## src/rtl/decode_stage_param.sv

```systemverilog
// RV32 ID stage with 2R/1W register file and ID/EX pipeline register.
// Supports EX stall (hold), bubble injection (flush) and illegal-instruction tagging.
module decode_stage_param #(
  parameter int unsigned XLEN      = 32,
  parameter int unsigned NREG      = 32,
  parameter bit          RF_BYPASS = 1'b1
) (
  input  logic            clk,
  input  logic            rst_n,
  input  logic            validD,
  input  logic [31:0]     instrD,
  input  logic [XLEN-1:0] pcD,
  input  logic [XLEN-1:0] pc4D,
  input  logic            regwriteW,
  input  logic [4:0]      rdW,
  input  logic [XLEN-1:0] resultW,
  input  logic            holdE,
  input  logic            flushE,
  output logic            validE,
  output logic            regwriteE,
  output logic            memrwE,
  output logic            branchE,
  output logic            jumpE,
  output logic            aselE,
  output logic            bselE,
  output logic [1:0]      wbselE,
  output logic [3:0]      aluselE,
  output logic [2:0]      funct3E,
  output logic [4:0]      rdE,
  output logic [4:0]      rs1E,
  output logic [4:0]      rs2E,
  output logic [XLEN-1:0] rd1E,
  output logic [XLEN-1:0] rd2E,
  output logic [XLEN-1:0] imm_exE,
  output logic [XLEN-1:0] pcE,
  output logic [XLEN-1:0] pc4E,
  output logic            illegalE
);

  localparam int unsigned AW = (NREG > 1) ? $clog2(NREG) : 1;

  typedef enum logic [6:0] {
    OP_R      = 7'b0110011,
    OP_IMM    = 7'b0010011,
    OP_LOAD   = 7'b0000011,
    OP_STORE  = 7'b0100011,
    OP_BRANCH = 7'b1100011,
    OP_JAL    = 7'b1101111,
    OP_JALR   = 7'b1100111,
    OP_LUI    = 7'b0110111,
    OP_AUIPC  = 7'b0010111
  } opcode_e;

  typedef enum logic [3:0] {
    ALU_ADD   = 4'd0,
    ALU_SUB   = 4'd1,
    ALU_AND   = 4'd2,
    ALU_OR    = 4'd3,
    ALU_XOR   = 4'd4,
    ALU_SLL   = 4'd5,
    ALU_SRL   = 4'd6,
    ALU_SRA   = 4'd7,
    ALU_SLT   = 4'd8,
    ALU_SLTU  = 4'd9,
    ALU_PASSB = 4'd10
  } alu_e;

  typedef enum logic [1:0] {
    WB_MEM = 2'b00,
    WB_ALU = 2'b01,
    WB_PC4 = 2'b10
  } wbsel_e;

  typedef struct packed {
    logic            valid;
    logic            regwrite;
    logic            memrw;
    logic            branch;
    logic            jump;
    logic            asel;
    logic            bsel;
    logic [1:0]      wbsel;
    logic [3:0]      alusel;
    logic [2:0]      funct3;
    logic [4:0]      rd;
    logic [4:0]      rs1;
    logic [4:0]      rs2;
    logic [XLEN-1:0] rd1;
    logic [XLEN-1:0] rd2;
    logic [XLEN-1:0] imm;
    logic [XLEN-1:0] pc;
    logic [XLEN-1:0] pc4;
    logic            illegal;
  } ex_t;

  logic [XLEN-1:0] r_rf [NREG];
  ex_t             r_ex;
  ex_t             w_ex;

  logic [6:0]      w_opcode;
  logic [2:0]      w_funct3;
  logic [6:0]      w_funct7;
  logic [4:0]      w_rd, w_rs1, w_rs2;
  logic [XLEN-1:0] w_rd1, w_rd2;
  logic [31:0]     w_imm32;
  logic            w_legal, w_use_rd, w_use_rs1, w_use_rs2;
  logic            w_rw, w_mw, w_br, w_j, w_asel, w_bsel;
  wbsel_e          w_wbsel;
  alu_e            w_alusel;

  assign w_opcode = instrD[6:0];
  assign w_rd     = instrD[11:7];
  assign w_funct3 = instrD[14:12];
  assign w_rs1    = instrD[19:15];
  assign w_rs2    = instrD[24:20];
  assign w_funct7 = instrD[31:25];

  function automatic logic in_range(input logic [4:0] a);
    return 32'(a) < NREG;
  endfunction

  function automatic logic [XLEN-1:0] sext(input logic [31:0] v);
    return {{(XLEN-31){v[31]}}, v[30:0]};
  endfunction

  function automatic alu_e alu_op(input logic [2:0] f3, input logic alt);
    case (f3)
      3'b000:  return alt ? ALU_SUB : ALU_ADD;
      3'b001:  return ALU_SLL;
      3'b010:  return ALU_SLT;
      3'b011:  return ALU_SLTU;
      3'b100:  return ALU_XOR;
      3'b101:  return alt ? ALU_SRA : ALU_SRL;
      3'b110:  return ALU_OR;
      default: return ALU_AND;
    endcase
  endfunction

  function automatic logic [XLEN-1:0] rf_read(input logic [4:0] a);
    logic [XLEN-1:0] v;
    v = '0;
    if (a != '0 && in_range(a)) v = r_rf[a[AW-1:0]];
    if (RF_BYPASS && regwriteW && rdW != '0 && in_range(rdW) && rdW == a) v = resultW;
    return v;
  endfunction

  assign w_rd1 = rf_read(w_rs1);
  assign w_rd2 = rf_read(w_rs2);

  always_comb begin
    w_rw      = 1'b0;
    w_mw      = 1'b0;
    w_br      = 1'b0;
    w_j       = 1'b0;
    w_asel    = 1'b0;
    w_bsel    = 1'b0;
    w_wbsel   = WB_MEM;
    w_alusel  = ALU_ADD;
    w_imm32   = '0;
    w_legal   = 1'b0;
    w_use_rd  = 1'b0;
    w_use_rs1 = 1'b0;
    w_use_rs2 = 1'b0;
    case (w_opcode)
      OP_R: begin
        {w_use_rd, w_use_rs1, w_use_rs2} = 3'b111;
        w_rw     = 1'b1;
        w_wbsel  = WB_ALU;
        w_alusel = alu_op(w_funct3, w_funct7[5]);
        w_legal  = (w_funct7 == 7'h00) ||
                   (w_funct7 == 7'h20 && (w_funct3 == 3'b000 || w_funct3 == 3'b101));
      end
      OP_IMM: begin
        {w_use_rd, w_use_rs1} = 2'b11;
        w_rw     = 1'b1;
        w_bsel   = 1'b1;
        w_wbsel  = WB_ALU;
        w_alusel = alu_op(w_funct3, (w_funct3 == 3'b101) && w_funct7[5]);
        if (w_funct3 == 3'b001 || w_funct3 == 3'b101) begin
          w_imm32 = {27'd0, instrD[24:20]};
          w_legal = (w_funct7 == 7'h00) || (w_funct3 == 3'b101 && w_funct7 == 7'h20);
        end else begin
          w_imm32 = {{20{instrD[31]}}, instrD[31:20]};
          w_legal = 1'b1;
        end
      end
      OP_LOAD: begin
        {w_use_rd, w_use_rs1} = 2'b11;
        w_rw    = 1'b1;
        w_bsel  = 1'b1;
        w_imm32 = {{20{instrD[31]}}, instrD[31:20]};
        w_legal = (w_funct3 != 3'b011) && (w_funct3 != 3'b110) && (w_funct3 != 3'b111);
      end
      OP_STORE: begin
        {w_use_rs1, w_use_rs2} = 2'b11;
        w_mw    = 1'b1;
        w_bsel  = 1'b1;
        w_imm32 = {{20{instrD[31]}}, instrD[31:25], instrD[11:7]};
        w_legal = (w_funct3 < 3'b011);
      end
      OP_BRANCH: begin
        {w_use_rs1, w_use_rs2} = 2'b11;
        w_br     = 1'b1;
        w_alusel = ALU_SUB;
        w_imm32  = {{19{instrD[31]}}, instrD[31], instrD[7], instrD[30:25], instrD[11:8], 1'b0};
        w_legal  = (w_funct3 != 3'b010) && (w_funct3 != 3'b011);
      end
      OP_JAL: begin
        w_use_rd = 1'b1;
        w_rw     = 1'b1;
        w_j      = 1'b1;
        w_asel   = 1'b1;
        w_bsel   = 1'b1;
        w_wbsel  = WB_PC4;
        w_imm32  = {{11{instrD[31]}}, instrD[31], instrD[19:12], instrD[20], instrD[30:21], 1'b0};
        w_legal  = 1'b1;
      end
      OP_JALR: begin
        {w_use_rd, w_use_rs1} = 2'b11;
        w_rw    = 1'b1;
        w_j     = 1'b1;
        w_bsel  = 1'b1;
        w_wbsel = WB_PC4;
        w_imm32 = {{20{instrD[31]}}, instrD[31:20]};
        w_legal = (w_funct3 == 3'b000);
      end
      OP_LUI, OP_AUIPC: begin
        w_use_rd = 1'b1;
        w_rw     = 1'b1;
        w_bsel   = 1'b1;
        w_asel   = (w_opcode == OP_AUIPC);
        w_alusel = (w_opcode == OP_LUI) ? ALU_PASSB : ALU_ADD;
        w_wbsel  = WB_ALU;
        w_imm32  = {instrD[31:12], 12'd0};
        w_legal  = 1'b1;
      end
      default: w_legal = 1'b0;
    endcase
    // Register indices beyond the implemented file (RV32E) make the instruction illegal.
    if ((w_use_rd && !in_range(w_rd)) || (w_use_rs1 && !in_range(w_rs1)) ||
        (w_use_rs2 && !in_range(w_rs2)))
      w_legal = 1'b0;
  end

  always_comb begin
    w_ex = '0;
    if (validD) begin
      w_ex.valid   = 1'b1;
      w_ex.funct3  = w_funct3;
      w_ex.rd      = w_rd;
      w_ex.rs1     = w_rs1;
      w_ex.rs2     = w_rs2;
      w_ex.rd1     = w_rd1;
      w_ex.rd2     = w_rd2;
      w_ex.pc      = pcD;
      w_ex.pc4     = pc4D;
      w_ex.illegal = !w_legal;
      if (w_legal) begin
        w_ex.regwrite = w_rw;
        w_ex.memrw    = w_mw;
        w_ex.branch   = w_br;
        w_ex.jump     = w_j;
        w_ex.asel     = w_asel;
        w_ex.bsel     = w_bsel;
        w_ex.wbsel    = w_wbsel;
        w_ex.alusel   = w_alusel;
        w_ex.imm      = sext(w_imm32);
      end
    end
  end

  always_ff @(posedge clk or negedge rst_n) begin
    if (!rst_n) begin
      for (int unsigned i = 0; i < NREG; i++) r_rf[i] <= '0;
    end else if (regwriteW && rdW != '0 && in_range(rdW)) begin
      r_rf[rdW[AW-1:0]] <= resultW;
    end
  end

  always_ff @(posedge clk or negedge rst_n) begin
    if (!rst_n)       r_ex <= '0;
    else if (flushE)  r_ex <= '0;
    else if (!holdE)  r_ex <= w_ex;
  end

  assign validE    = r_ex.valid;
  assign regwriteE = r_ex.regwrite;
  assign memrwE    = r_ex.memrw;
  assign branchE   = r_ex.branch;
  assign jumpE     = r_ex.jump;
  assign aselE     = r_ex.asel;
  assign bselE     = r_ex.bsel;
  assign wbselE    = r_ex.wbsel;
  assign aluselE   = r_ex.alusel;
  assign funct3E   = r_ex.funct3;
  assign rdE       = r_ex.rd;
  assign rs1E      = r_ex.rs1;
  assign rs2E      = r_ex.rs2;
  assign rd1E      = r_ex.rd1;
  assign rd2E      = r_ex.rd2;
  assign imm_exE   = r_ex.imm;
  assign pcE       = r_ex.pc;
  assign pc4E      = r_ex.pc4;
  assign illegalE  = r_ex.illegal;

endmodule
```

## config.mk

```make
export PLATFORM = sky130hd
export DESIGN_NAME = decode_stage_param
export DESIGN_NICKNAME = d
export VERILOG_FILES = /design/src/rtl/decode_stage_param.sv
export SDC_FILE = /design/constraint.sdc
export NUM_CORES = 2
export LEC_CHECK = 0
export ABC_AREA = 1
export CORE_MARGIN = 1.5
export CORE_UTILIZATION = 40
export CTS_CLUSTER_SIZE = 8
export DETAILED_ROUTE_END_ITERATION = 8
export GPL_TIMING_DRIVEN = 1
export MAX_ROUTING_LAYER = met4
export PLACE_DENSITY = 0.67
export SLEW_MARGIN = 20
export SYNTH_ARGS = -nofsm -noshare
export SYNTH_HDL_FRONTEND = slang
export SYNTH_SLANG_ARGS = --single-unit
```

## constraint.sdc

```tcl
create_clock -name clk -period 2.15 [get_ports clk]
set_input_delay 0.3225 -clock clk [delete_from_list [all_inputs] [get_ports clk]]
set_output_delay 0.3225 -clock clk [all_outputs]
set_load 0.03 [all_outputs]
```

==> results.toml <==
[clock_network]
numCtsBuffers = 167
cts.htree.levels = 4
cts_tree = "built"
clockBufferDepth = 3
cts-root-buf = "clkbuf_16"
cts_sinks = 1190
cts_setup_buffers = 0
clk_latency_ps = 820
path_clk_slew_ps = 60

[worst_setup_path]
slowest_delay_ps = 590
cp_cell_sequence = "dlygate4sd2_1"
r2r_setup_slack_ps = 680
worst_setup_path_end_kind = "output port"
worstSetupPathType = "flip-flop to output port"
arrival_ps = 1860
required_ps = 1830
cp_max_fo = 2
critPathTopFamily = "flip-flops"
cp_slowest_cell = "dfrtp_1"
worst-path-buf-inv = 1
critPathLaunchType = "flip-flop"

[global_routing]
antenna_found_initial = 7
grt_pass1_wl_mm = 395.0
grt_max_degree = 107
grt.overflow.total = 0
gr-usage-all-layers_pct = 32.88
first_global_vias = 62940

[synth]
synthArstFlopShare_pct = 100.0
syn_area_mm2 = 0.06324
synth_compound_area_share_pct = 13.89
synth_top_family_by_area = "simple AND/OR/NAND/NOR gates"
ys.flop_type = "dfrtp_1"
yosysWarnings = 0
muxShareOfSynthArea_pct = 0
synth-simple-area-share_pct = 32.28
synth_fp_nets = 8985
ys_seq_area_share_pct = 47.09
synth_edf_count = 0
synth-adder-area-share_pct = 0
synthXorXnorAreaFrac_pct = 0.05540
synth_cell_type_count = 30
syn_inst = 8846
syn_avg_cell_area_um2 = 7.149
ys_ff_latch = 1190

[timing]
relSlewSlack_pct = 41.34
holdWs_ps = 40.30
clock_skew_ps = 43.09
slew_violations = 0
fin_crit_ps = 2181
finalHoldViolations = 0
setup_violations = 2
worstMarginPinSlew_ps = 880.0
rsz0062_at_grt = "no"
fmax_ghz = 0.4584
fin_ws_ps = -31.28
fin_crit_sh_pct = 101.5

[pwr]
p_sw_mw = 21.07
leakagePower_nw = 36.59
p_int_mw = 45.09
combPwrFrac_pct = 19.2
seqPwrFrac_pct = 44.1
total_power_mw = 66.16
p_per_area_mw_per_mm2 = 860.6
clock_power_share_pct = 36.8
ir_worst_vdd_v = 0.0007587
p_sw_share_pct = 31.85

[floorplan]
die_width_um = 400.6
die_y_um = 400.6
ios = 331
core_area_mm2 = 0.1566
rows = 145
dieArea_mm2 = 0.1605
start_util_pct = 40.39

[routing]
vias_per_cell = 5.941
dr.pass1.iters = 9
drc = 5
via_count = 66280
ant_nets = 0
drtIter0Drc = 9699
routed_wl_mm = 261.8
post_drt_wl_per_cell_um = 23.46

[run_status]
status = "finished, violations left"
violations = "DRC, setup timing"

[min_path]
hold_class = "primary input to asynchronous set/reset pin"

[final_layout]
drive_gt1_share_pct = 8.434
nets = 9214
layout_common_cells = "nand2_1 (3040), nand3_1 (1311), dfrtp_1 (1188)"
fin_util_pct = 49.10
final_common_cell = "nand2_1"
area_growth_pct = 21.57

[place]
port_buffers = 330
gp_congestion = 0.9514
dpl.hpwl_mm = 168.9

[run]
max-cap-violations = 0
[cells in the mapped netlist (11+ instances only)]
| master | n | area share, % |
|---|---|---|
| o21ai_0 | 1124 | 8.9 |
| buf_1 | 62 | 0.37 |
| nand4_1 | 58 | 0.57 |
| o211ai_1 | 129 | 1.5 |
| a21oi_1 | 314 | 2.5 |
| nand2_1 | 3055 | 18 |
| buf_2 | 121 | 0.96 |
| nor2_1 | 460 | 2.7 |
| clkbuf_1 | 585 | 3.5 |
| inv_1 | 307 | 1.8 |
| nor3_1 | 14 | 0.11 |
| nand2_2 | 11 | 0.11 |
| dfrtp_1 | 1190 | 47 |
| nand3_1 | 1311 | 10 |
| a22o_1 | 65 | 0.90 |
[worst register-to-register path: cells and delay by family, from the launching register on]
family / cells / cell delay, ps
and+or+nand+nor: 8 / 940
DFF: 1 / 390
[registers in the layout (all words and copies together), names as in the netlist, 3 cells and up]
signal and count:
r_rf 999, rd2E 32, rd1E 32, funct3E 3, pcE 32, rs2E 5
imm_exE 32, rs1E 5, rdE 5, aluselE 4, pc4E 32
[metal layers]
metal	GRT usage, %	routed length, um	vias to the layer above
met5	-	0	-
met4	18.30	15980	0
met3	6.951	30160	916
met2	47.84	113000	4385
met1	42.60	102600	31510
li1	-	-	29470
[cell families (layout without fill, tap and decap cells)]
kind of cell | Yosys count | count (layout)
AOI/OAI and AO/OA | 1639 | 1639
xor gates and xnor gates | 4 | 4
other | 0 | 5
DFF | 1190 | 1190
and+or+nand+nor | 4928 | 4928
buffers and inverters | 1085 | 1333
[final cells by class]
type	count	area (um2)
fill	15040	79690
sequential	1190	29780
multi-input combinational	6571	29370
timing repair buffer	829	9359
clock buffer	173	4233
tap	2058	2575
inverter	316	1216
clock inverter	15	334.1
antenna	5	12.51
[stage by stage]
step | worst slack, ps | TNS (ps) | area, um2 | std cells
CTS | 2.211 | 0 | 76880 | 11150
global route | 2.325 | 0 | 76880 | 11160
finish | -31.28 | -58.82 | 76880 | 11160
detailed placement | -315.5 | -43560 | 72510 | 10960
global placement | -247.9 | -41870 | 72510 | 10960
floorplan | 393.1 | 0 | 63240 | 8846
[power by group through the flow]
| stage | combinational [mW] | clock [mW] | sequential (mW) |
|---|---|---|---|
| finish | 12.7 | 24.3 | 29.1 |
| global route | 14.2 | 25.4 | 29.6 |
| CTS | 12.5 | 24.5 | 29.0 |
| detailed placement | 12.5 | 0 | 29.3 |
| global placement | 12.2 | 0 | 29.2 |
| floorplan | 7.74 | 0 | 28.8 |
[path summary, 6_finish.rpt]
check	start	to	cells after the start
min in group clk	pcD[28]	pcE[28]	2
max reg2reg	r_rf[151]	rd1E[23]	8
min	rst_n	r_rf[596]	2
max in group asynchronous	rst_n	r_rf[164]	4
min reg2reg	r_rf[992]	r_rf[992]	0
max	rd1E[31]	rd1E[31]	1
[timing repair]
item / in CTS / in global routing
resized for setup: 207 / 3
setup endpoints to repair: 192 / 2
gates cloned: 0 / 0
hold buffers: 2 / 0
endpoints found under the hold margin: 712 / 0
(Power assumes the default switching activity.)
